==> config.mk <==
export PLATFORM = sky130hd
export DESIGN_NAME = uart_matrix_cfg
export DESIGN_NICKNAME = d
export VERILOG_FILES = /design/src/rtl/uart_matrix_pkg.sv /design/src/rtl/uart_matrix_cfg_respq.sv /design/src/rtl/uart_matrix_cfg.sv
export SDC_FILE = /design/constraint.sdc
export NUM_CORES = 1
export LEC_CHECK = 0
export CORE_MARGIN = 2
export CORE_UTILIZATION = 60
export DETAILED_ROUTE_END_ITERATION = 8
export PLACE_DENSITY_LB_ADDON = 0.12
export SLEW_MARGIN = 20
export SYNTH_ARGS = -nofsm -noshare
export SYNTH_HDL_FRONTEND = slang
export SYNTH_SLANG_ARGS = --single-unit
==> constraint.sdc <==
create_clock -name clk -period 3.5 [get_ports clk]
set_clock_uncertainty 0.15 [all_clocks]
set_input_delay 0.7 -clock clk [delete_from_list [all_inputs] [get_ports clk]]
set_output_delay 0.7 -clock clk [all_outputs]
set_load 0.005 [all_outputs]
==> src/rtl/uart_matrix_pkg.sv <==
// Shared constants and state encoding for the uart_matrix configuration controller.
// No ports; imported by uart_matrix_cfg.
package uart_matrix_pkg;

   localparam logic [7:0] SYNC      = 8'hA5;
   localparam logic [7:0] CMD_WRITE = 8'h01;
   localparam logic [7:0] CMD_CLEAR = 8'h02;
   localparam logic [7:0] CMD_READ  = 8'h03;
   localparam logic [7:0] ACK       = 8'h06;
   localparam logic [7:0] NAK       = 8'h15;

   typedef enum logic [2:0] {
      ST_IDLE,
      ST_CMD,
      ST_ROW,
      ST_DATA,
      ST_CHK,
      ST_CLEAR,
      ST_RESP
   } state_t;

endpackage

==> src/rtl/uart_matrix_cfg_respq.sv <==
// Response byte queue for uart_matrix_cfg. Loaded in one shot with up to DEPTH
// bytes (byte 0 in push_data[7:0] goes out first), drained one byte per cycle.
// Ports:
//   clk, reset       clock, synchronous active-high reset
//   push             load push_data/push_len (only issued while the queue is empty)
//   push_data        DEPTH bytes, first byte in the low bits
//   push_len         number of valid bytes in push_data
//   en               drain permitted this cycle
//   full             downstream FIFO full; stalls draining
//   data, cke        head byte and its write strobe
//   empty            no bytes left
module uart_matrix_cfg_respq #(
   parameter int DEPTH = 2
) (
   input  logic                         clk,
   input  logic                         reset,
   input  logic                         push,
   input  logic [DEPTH*8-1:0]           push_data,
   input  logic [$clog2(DEPTH+1)-1:0]   push_len,
   input  logic                         en,
   input  logic                         full,
   output logic [7:0]                   data,
   output logic                         cke,
   output logic                         empty
);
   localparam int LW = $clog2(DEPTH + 1);

   logic [7:0]    q [DEPTH];
   logic [LW-1:0] cnt;

   assign empty = (cnt == '0);
   assign cke   = en && !empty && !full;
   assign data  = q[0];

   always_ff @(posedge clk) begin
      if (reset) begin
         cnt <= '0;
         for (int i = 0; i < DEPTH; i++) q[i] <= '0;
      end else if (push) begin
         cnt <= push_len;
         for (int i = 0; i < DEPTH; i++) q[i] <= push_data[i*8 +: 8];
      end else if (cke) begin
         cnt <= cnt - LW'(1);
         for (int i = 0; i < DEPTH - 1; i++) q[i] <= q[i+1];
         q[DEPTH-1] <= '0;
      end
   end

endmodule

==> src/rtl/uart_matrix_cfg.sv <==
// Configuration controller for uart_matrix. Parses framed host commands
// (A5, CMD, ROW, [data bytes LSB first], CHK) and programs the routing LUT,
// keeping a shadow copy for readback; answers with ACK/NAK/readback bytes.
// Ports:
//   clk, reset          clock, synchronous active-high reset
//   in_data, in_cke     host byte and its strobe
//   lut_addr/data/cke   LUT row write port towards uart_matrix
//   resp, resp_cke      response byte and write strobe to the host TX FIFO
//   resp_full           TX FIFO full, holds responses back
//   busy                high while clearing or responding (input bytes dropped)
//   overrun             sticky: a byte was dropped while busy
//
// state | meaning
// IDLE  | hunting for the sync byte
// CMD   | waiting for the command byte
// ROW   | waiting for the row byte
// DATA  | collecting row data bytes
// CHK   | waiting for the checksum, then act on the frame
// CLEAR | zeroing LUT rows 1..m-1 (row 0 is written on leaving CHK)
// RESP  | draining the response queue
module uart_matrix_cfg #(
   parameter int m       = 8,
   parameter int n       = 8,
   parameter int TIMEOUT = 100000
) (
   input  logic         clk,
   input  logic         reset,
   input  logic [7:0]   in_data,
   input  logic         in_cke,
   output logic [m-1:0] lut_addr,
   output logic [n-1:0] lut_data,
   output logic         lut_cke,
   output logic [7:0]   resp,
   output logic         resp_cke,
   input  logic         resp_full,
   output logic         busy,
   output logic         overrun
);
   import uart_matrix_pkg::*;

   localparam int NB = (n + 7) / 8;
   localparam int QD = NB + 1;
   localparam int RW = NB * 8;
   localparam int LW = $clog2(QD + 1);
   localparam int AW = (m > 1) ? $clog2(m) : 1;
   localparam int CW = (NB > 1) ? $clog2(NB) : 1;
   localparam int TW = $clog2(TIMEOUT + 1);

   state_t          state, state_nxt;
   logic [7:0]      cmd, cmd_nxt, row, row_nxt, chk, chk_nxt;
   logic [n-1:0]    data, data_nxt;
   logic [CW-1:0]   bcnt, bcnt_nxt;
   logic [TW-1:0]   tmo, tmo_nxt;
   logic [AW-1:0]   clr, clr_nxt;
   logic            lut_cke_nxt;
   logic [m-1:0]    lut_addr_nxt;
   logic [n-1:0]    lut_data_nxt;
   logic [n-1:0]    shadow [m];
   logic            sh_we;
   logic [AW-1:0]   sh_idx;
   logic [n-1:0]    sh_wd;
   logic            push;
   logic [QD*8-1:0] push_data;
   logic [LW-1:0]   push_len;
   logic            q_empty;
   logic [RW-1:0]   rd_bytes;
   logic [7:0]      rd_xor;

   assign busy = (state == ST_CLEAR) || (state == ST_RESP);

   always_comb begin
      state_nxt    = state;
      cmd_nxt      = cmd;
      row_nxt      = row;
      chk_nxt      = chk;
      data_nxt     = data;
      bcnt_nxt     = bcnt;
      tmo_nxt      = tmo;
      clr_nxt      = clr;
      lut_cke_nxt  = 1'b0;
      lut_addr_nxt = lut_addr;
      lut_data_nxt = lut_data;
      sh_we        = 1'b0;
      sh_idx       = row[AW-1:0];
      sh_wd        = data;
      push         = 1'b0;
      push_data    = '0;
      push_len     = '0;

      rd_bytes = RW'(shadow[row[AW-1:0]]);
      rd_xor   = '0;
      for (int i = 0; i < NB; i++) rd_xor = rd_xor ^ rd_bytes[i*8 +: 8];

      // Inter-byte timeout: any byte reloads, silence counts down to an abandon.
      if (state inside {ST_CMD, ST_ROW, ST_DATA, ST_CHK}) begin
         if (in_cke)            tmo_nxt   = TW'(TIMEOUT - 1);
         else if (tmo == '0)    state_nxt = ST_IDLE;
         else                   tmo_nxt   = tmo - TW'(1);
      end

      case (state)
         ST_IDLE: if (in_cke && in_data == SYNC) begin
            state_nxt = ST_CMD;
            tmo_nxt   = TW'(TIMEOUT - 1);
         end
         ST_CMD: if (in_cke) begin
            cmd_nxt = in_data;
            chk_nxt = in_data;
            if (in_data == CMD_WRITE || in_data == CMD_CLEAR || in_data == CMD_READ) begin
               state_nxt = ST_ROW;
            end else begin
               push      = 1'b1;
               push_data = (QD*8)'(NAK);
               push_len  = LW'(1);
               state_nxt = ST_RESP;
            end
         end
         ST_ROW: if (in_cke) begin
            row_nxt = in_data;
            chk_nxt = chk ^ in_data;
            if (cmd == CMD_WRITE) begin
               bcnt_nxt  = '0;
               data_nxt  = '0;
               state_nxt = ST_DATA;
            end else begin
               state_nxt = ST_CHK;
            end
         end
         ST_DATA: if (in_cke) begin
            chk_nxt = chk ^ in_data;
            // Bits beyond n-1 in the last byte simply have no destination.
            for (int b = 0; b < n; b++)
               if (b / 8 == int'(bcnt)) data_nxt[b] = in_data[b % 8];
            if (int'(bcnt) == NB - 1) state_nxt = ST_CHK;
            else                      bcnt_nxt  = bcnt + CW'(1);
         end
         ST_CHK: if (in_cke) begin
            state_nxt = ST_RESP;
            push      = 1'b1;
            push_data = (QD*8)'(ACK);
            push_len  = LW'(1);
            if (in_data != chk || (cmd != CMD_CLEAR && int'(row) >= m)) begin
               push_data = (QD*8)'(NAK);
            end else if (cmd == CMD_WRITE) begin
               lut_cke_nxt  = 1'b1;
               lut_addr_nxt = m'(row);
               lut_data_nxt = data;
               sh_we        = 1'b1;
            end else if (cmd == CMD_CLEAR) begin
               // Row 0 goes out now so the first lut_cke follows the CHK strobe directly.
               lut_cke_nxt  = 1'b1;
               lut_addr_nxt = '0;
               lut_data_nxt = '0;
               sh_we        = 1'b1;
               sh_idx       = '0;
               sh_wd        = '0;
               if (m > 1) begin
                  push      = 1'b0;
                  clr_nxt   = AW'(1);
                  state_nxt = ST_CLEAR;
               end
            end else begin
               push_data = {rd_xor, rd_bytes};
               push_len  = LW'(QD);
            end
         end
         ST_CLEAR: begin
            lut_cke_nxt  = 1'b1;
            lut_addr_nxt = m'(clr);
            lut_data_nxt = '0;
            sh_we        = 1'b1;
            sh_idx       = clr;
            sh_wd        = '0;
            if (int'(clr) == m - 1) begin
               push      = 1'b1;
               push_data = (QD*8)'(ACK);
               push_len  = LW'(1);
               state_nxt = ST_RESP;
            end else begin
               clr_nxt = clr + AW'(1);
            end
         end
         ST_RESP: if (q_empty) state_nxt = ST_IDLE;
         default: state_nxt = ST_IDLE;
      endcase
   end

   always_ff @(posedge clk) begin
      if (reset) begin
         state    <= ST_IDLE;
         cmd      <= '0;
         row      <= '0;
         chk      <= '0;
         data     <= '0;
         bcnt     <= '0;
         tmo      <= '0;
         clr      <= '0;
         lut_cke  <= 1'b0;
         lut_addr <= '0;
         lut_data <= '0;
         overrun  <= 1'b0;
         for (int i = 0; i < m; i++) shadow[i] <= '0;
      end else begin
         state    <= state_nxt;
         cmd      <= cmd_nxt;
         row      <= row_nxt;
         chk      <= chk_nxt;
         data     <= data_nxt;
         bcnt     <= bcnt_nxt;
         tmo      <= tmo_nxt;
         clr      <= clr_nxt;
         lut_cke  <= lut_cke_nxt;
         lut_addr <= lut_addr_nxt;
         lut_data <= lut_data_nxt;
         overrun  <= overrun | (in_cke & busy);
         if (sh_we) shadow[sh_idx] <= sh_wd;
      end
   end

   // Draining waits while a LUT write is on the bus so responses trail the last write.
   uart_matrix_cfg_respq #(.DEPTH(QD)) u_respq (
      .clk       (clk),
      .reset     (reset),
      .push      (push),
      .push_data (push_data),
      .push_len  (push_len),
      .en        (state == ST_RESP && !lut_cke),
      .full      (resp_full),
      .data      (resp),
      .cke       (resp_cke),
      .empty     (q_empty)
   );

endmodule

==> flow_summary.json <==
{
  "status": "finished, final reports clean",
  "period_minus_slack_ps": 3080,
  "syn_nets": 745,
  "synth_cell_types": 73,
  "die_h_microns": 122,
  "postRouteAntennaNets": 0,
  "cts_resized": 0,
  "hold_class": "flip-flop to flip-flop",
  "core-area_sq_um": 13800,
  "slew_headroom": 0.425,
  "ys_ff_latch": 158,
  "gp_congestion": 0.877,
  "grt_pass1_vias": 5913,
  "placedCellCount": 942,
  "cp.required_ps": 3530,
  "hold_buffers": 0,
  "drcViolationCount": 0,
  "port_buffers": 39,
  "cp_slowest_cell": "nor4_4",
  "cp_cell_sequence": "clkdlybuf4s50_1 > xor2_1 > nor4_4 > nand3_2 > a211oi_1 > nand2_1 > buf_4",
  "synth_top_area_cell": "edfxtp_1",
  "drt_wl_total_mm": 20.3,
  "syn_area_per_cell_sq_um": 11.5,
  "dp_slack_ps": 40.6,
  "fmax_ghz": 0.324,
  "p_leak_nw": 3.05,
  "reg2reg_depth": 7,
  "io_pins": 40,
  "crit_cells": 7,
  "largest_reg_flops": 64,
  "grt_pass1_wl_mm": 32.3,
  "cp.buffers_inverters": 2,
  "vdd_drop_max_mv": 0.323,
  "worstMarginPinSlew_ps": 856,
  "synth-simple-area-share": 0.277,
  "clock_sinks": 158,
  "ys_warn_count": 0,
  "synth_compound_area_frac": 0.105,
  "synth.area.top_cells": "edfxtp_1 (29%), dfxtp_1 (19%), nor4b_2 (11%)",
  "finalSetupTns_ps": 0,
  "grt.overflow.total": 0,
  "final_layout_size_suffix_gt1_frac": 0.228,
  "start_util": 0.607,
  "synth-edff-count": 80,
  "hpwlAfterDp_mm": 13.8,
  "cts_tree": "built",
  "post-route-util": 0.699,
  "setup_ws_ps": 417,
  "antenna_found_initial": 0,
  "path_clk_slew_ps": 60,
  "synthAdderAreaFrac": 0.00748,
  "grt.total_usage": 0.285,
  "ys.flop_type": "edfxtp_1",
  "die_w_microns": 122,
  "rsz0062_at_grt": "no",
  "cts_root_buf": "clkbuf_16",
  "whs_path_depth": 1,
  "whs_ps": 310,
  "rows": 43,
  "pwr_density_cell_nw_per_um2": 408,
  "worstPathArrival_ps": 3110,
  "drt-pass1-iter-count": 5,
  "synth_cells": 728,
  "fin_cells": 974,
  "synth_top_family_by_area": "simple AND/OR/NAND/NOR gates",
  "crit_type": "primary input to flip-flop",
  "postCtsSetupBuffers": 0,
  "netlist_area_sq_um": 8370,
  "antenna_cells": 0,
  "cp-start-kind": "primary input",
  "grt_max_degree": 34,
  "synthMuxAreaShare": 0.0612,
  "cp_top_family": "simple AND/OR/NAND/NOR gates",
  "synth_top_area_share": 0.287,
  "reg_top3": "shadow: 64 flops, tmo: 17 flops, u_respq.q: 16 flops",
  "cts_buffer_depth": 2,
  "fin_crit_sh": 0.881,
  "via_count": 6163,
  "clock_latency_ps": 430,
  "layout.nets": 798,
  "die_area_sq_um": 14900,
  "setup_violations": 0,
  "synthXorXnorAreaFrac": 0.0314,
  "syn2layout_area_growth_pct": 15.0,
  "seq_area_frac_synth": 0.474,
  "vias_per_cell": 6.33,
  "cp_max_fo": 16,
  "hold_violations": 0,
  "slowest_delay_ps": 600,
  "regMostFlops": "shadow",
  "cts.htree.levels": 4,
  "cts_made_buffers": 17,
  "maxCapViolations": 0,
  "wl_per_cell_microns": 20.8,
  "async_reset_ff_frac": 0,
  "drt_iter0_drc": 577,
  "report.final.slew_viol_count": 0,
  "crit_path_end_kind": "flip-flop"
}
==> synthesized netlist by cell type, types with 4 or more instances <==
cell,n
nand2_1,88
edfxtp_1,80
dfxtp_1,78
nor4b_2,64
a21oi_1,40
nor2_1,39
clkbuf_1,26
and2_1,25
xor2_1,19
o21ai_0,16
mux4_2,15
nor3_1,15
mux2i_1,14
nand3_1,14
nor4_1,13
buf_6,12
inv_1,12
xnor2_1,11
a22o_1,10
buf_4,10
a31oi_1,8
nand2b_1,7
nand4_1,7
or3_1,7
a211oi_1,6
nor2b_1,6
ha_1,5
nand3b_1,4
o2111ai_1,4
or4_1,4
==> stage by stage <==
stage | area [sq um] | power, W
after floorplan | 8370 | 0.00212
after global routing | 9620 | 0.00402
after global placement | 9050 | 0.00219
after detailed placement | 9050 | 0.00220
after CTS | 9620 | 0.00394
final | 9620 | 0.00393
==> path summary, 6_finish.rpt <==
check / start / to / slack, ps
worst max-delay path: in_data[6] / u_respq.q[0][2] / 420
worst min register to register: lut_addr[7] / lut_addr[7] / 310
worst min-delay path: lut_addr[7] / lut_addr[7] / 310
worst max register to register: state[0] / shadow[3][2] / 670
==> power breakdown <==
group	internal (W)	leakage (nW)	switching (W)
clock network	0.00101	0.278	0.000757
registers	0.00198	1.41	0.0000142
logic	0.0000604	1.37	0.000104
total	0.00305	3.05	0.000875
==> area by class of cell <==
type,count,area (sq um)
Multi-Input combinational cell,506,4040
Tap cell,180,225
Fill cell,1055,4150
Inverter,12,45.0
Sequential cell,158,3960
Timing Repair Buffer,86,781
Clock inverter,11,76.3
Clock buffer,21,493
==> cell usage in the layout (no fill, tap or decap), types with 3 or more instances in the layout <==
master           instances
a211oi_1                 6
a21o_1                   3
a21oi_1                 40
a221o_1                  3
a22o_1                  10
a31oi_1                  8
and2_1                  25
and3_1                   3
buf_12                   3
buf_4                   44
clkbuf_16               19
clkdlybuf4s50_1         39
dfxtp_1                 78
edfxtp_1                80
ha_1                     5
inv_1                   12
mux2_2                   3
mux2i_1                 14
mux4_2                  15
nand2_1                 88
nand2b_1                 7
nand3_1                 14
nand3b_1                 4
nand4_1                  7
nor2_1                  39
nor2b_1                  6
nor3_1                  15
nor4_1                  13
nor4_4                   3
nor4b_2                 64
o2111ai_1                4
o211ai_1                 3
o21ai_0                 16
or3_1                    7
or4_1                    4
xnor2_1                 11
xor2_1                  19
==> cell families (layout without fill, tap and decap cells) <==
kind of cell	Yosys count	count (layout)
AO/OA/AOI/OAI	120	120
XOR/XNOR	30	30
adder cells (fa/ha/maj)	5	5
buffers and inverters	64	130
flip-flops	158	158
multiplexers	32	32
AND/OR/NAND/NOR	319	319
==> per-layer routing <==
layer / routed length, microns / global-route usage / share of wire / up-vias
met5: 0 / 0 / 0 / -
met3: 1260 / 0.0515 / 0.062 / 36
li1: - / - / - / 2858
met4: 395 / 0.0963 / 0.019 / 0
met2: 9540 / 0.442 / 0.47 / 250
met1: 9090 / 0.407 / 0.45 / 3019
(Power assumes the default switching activity.)
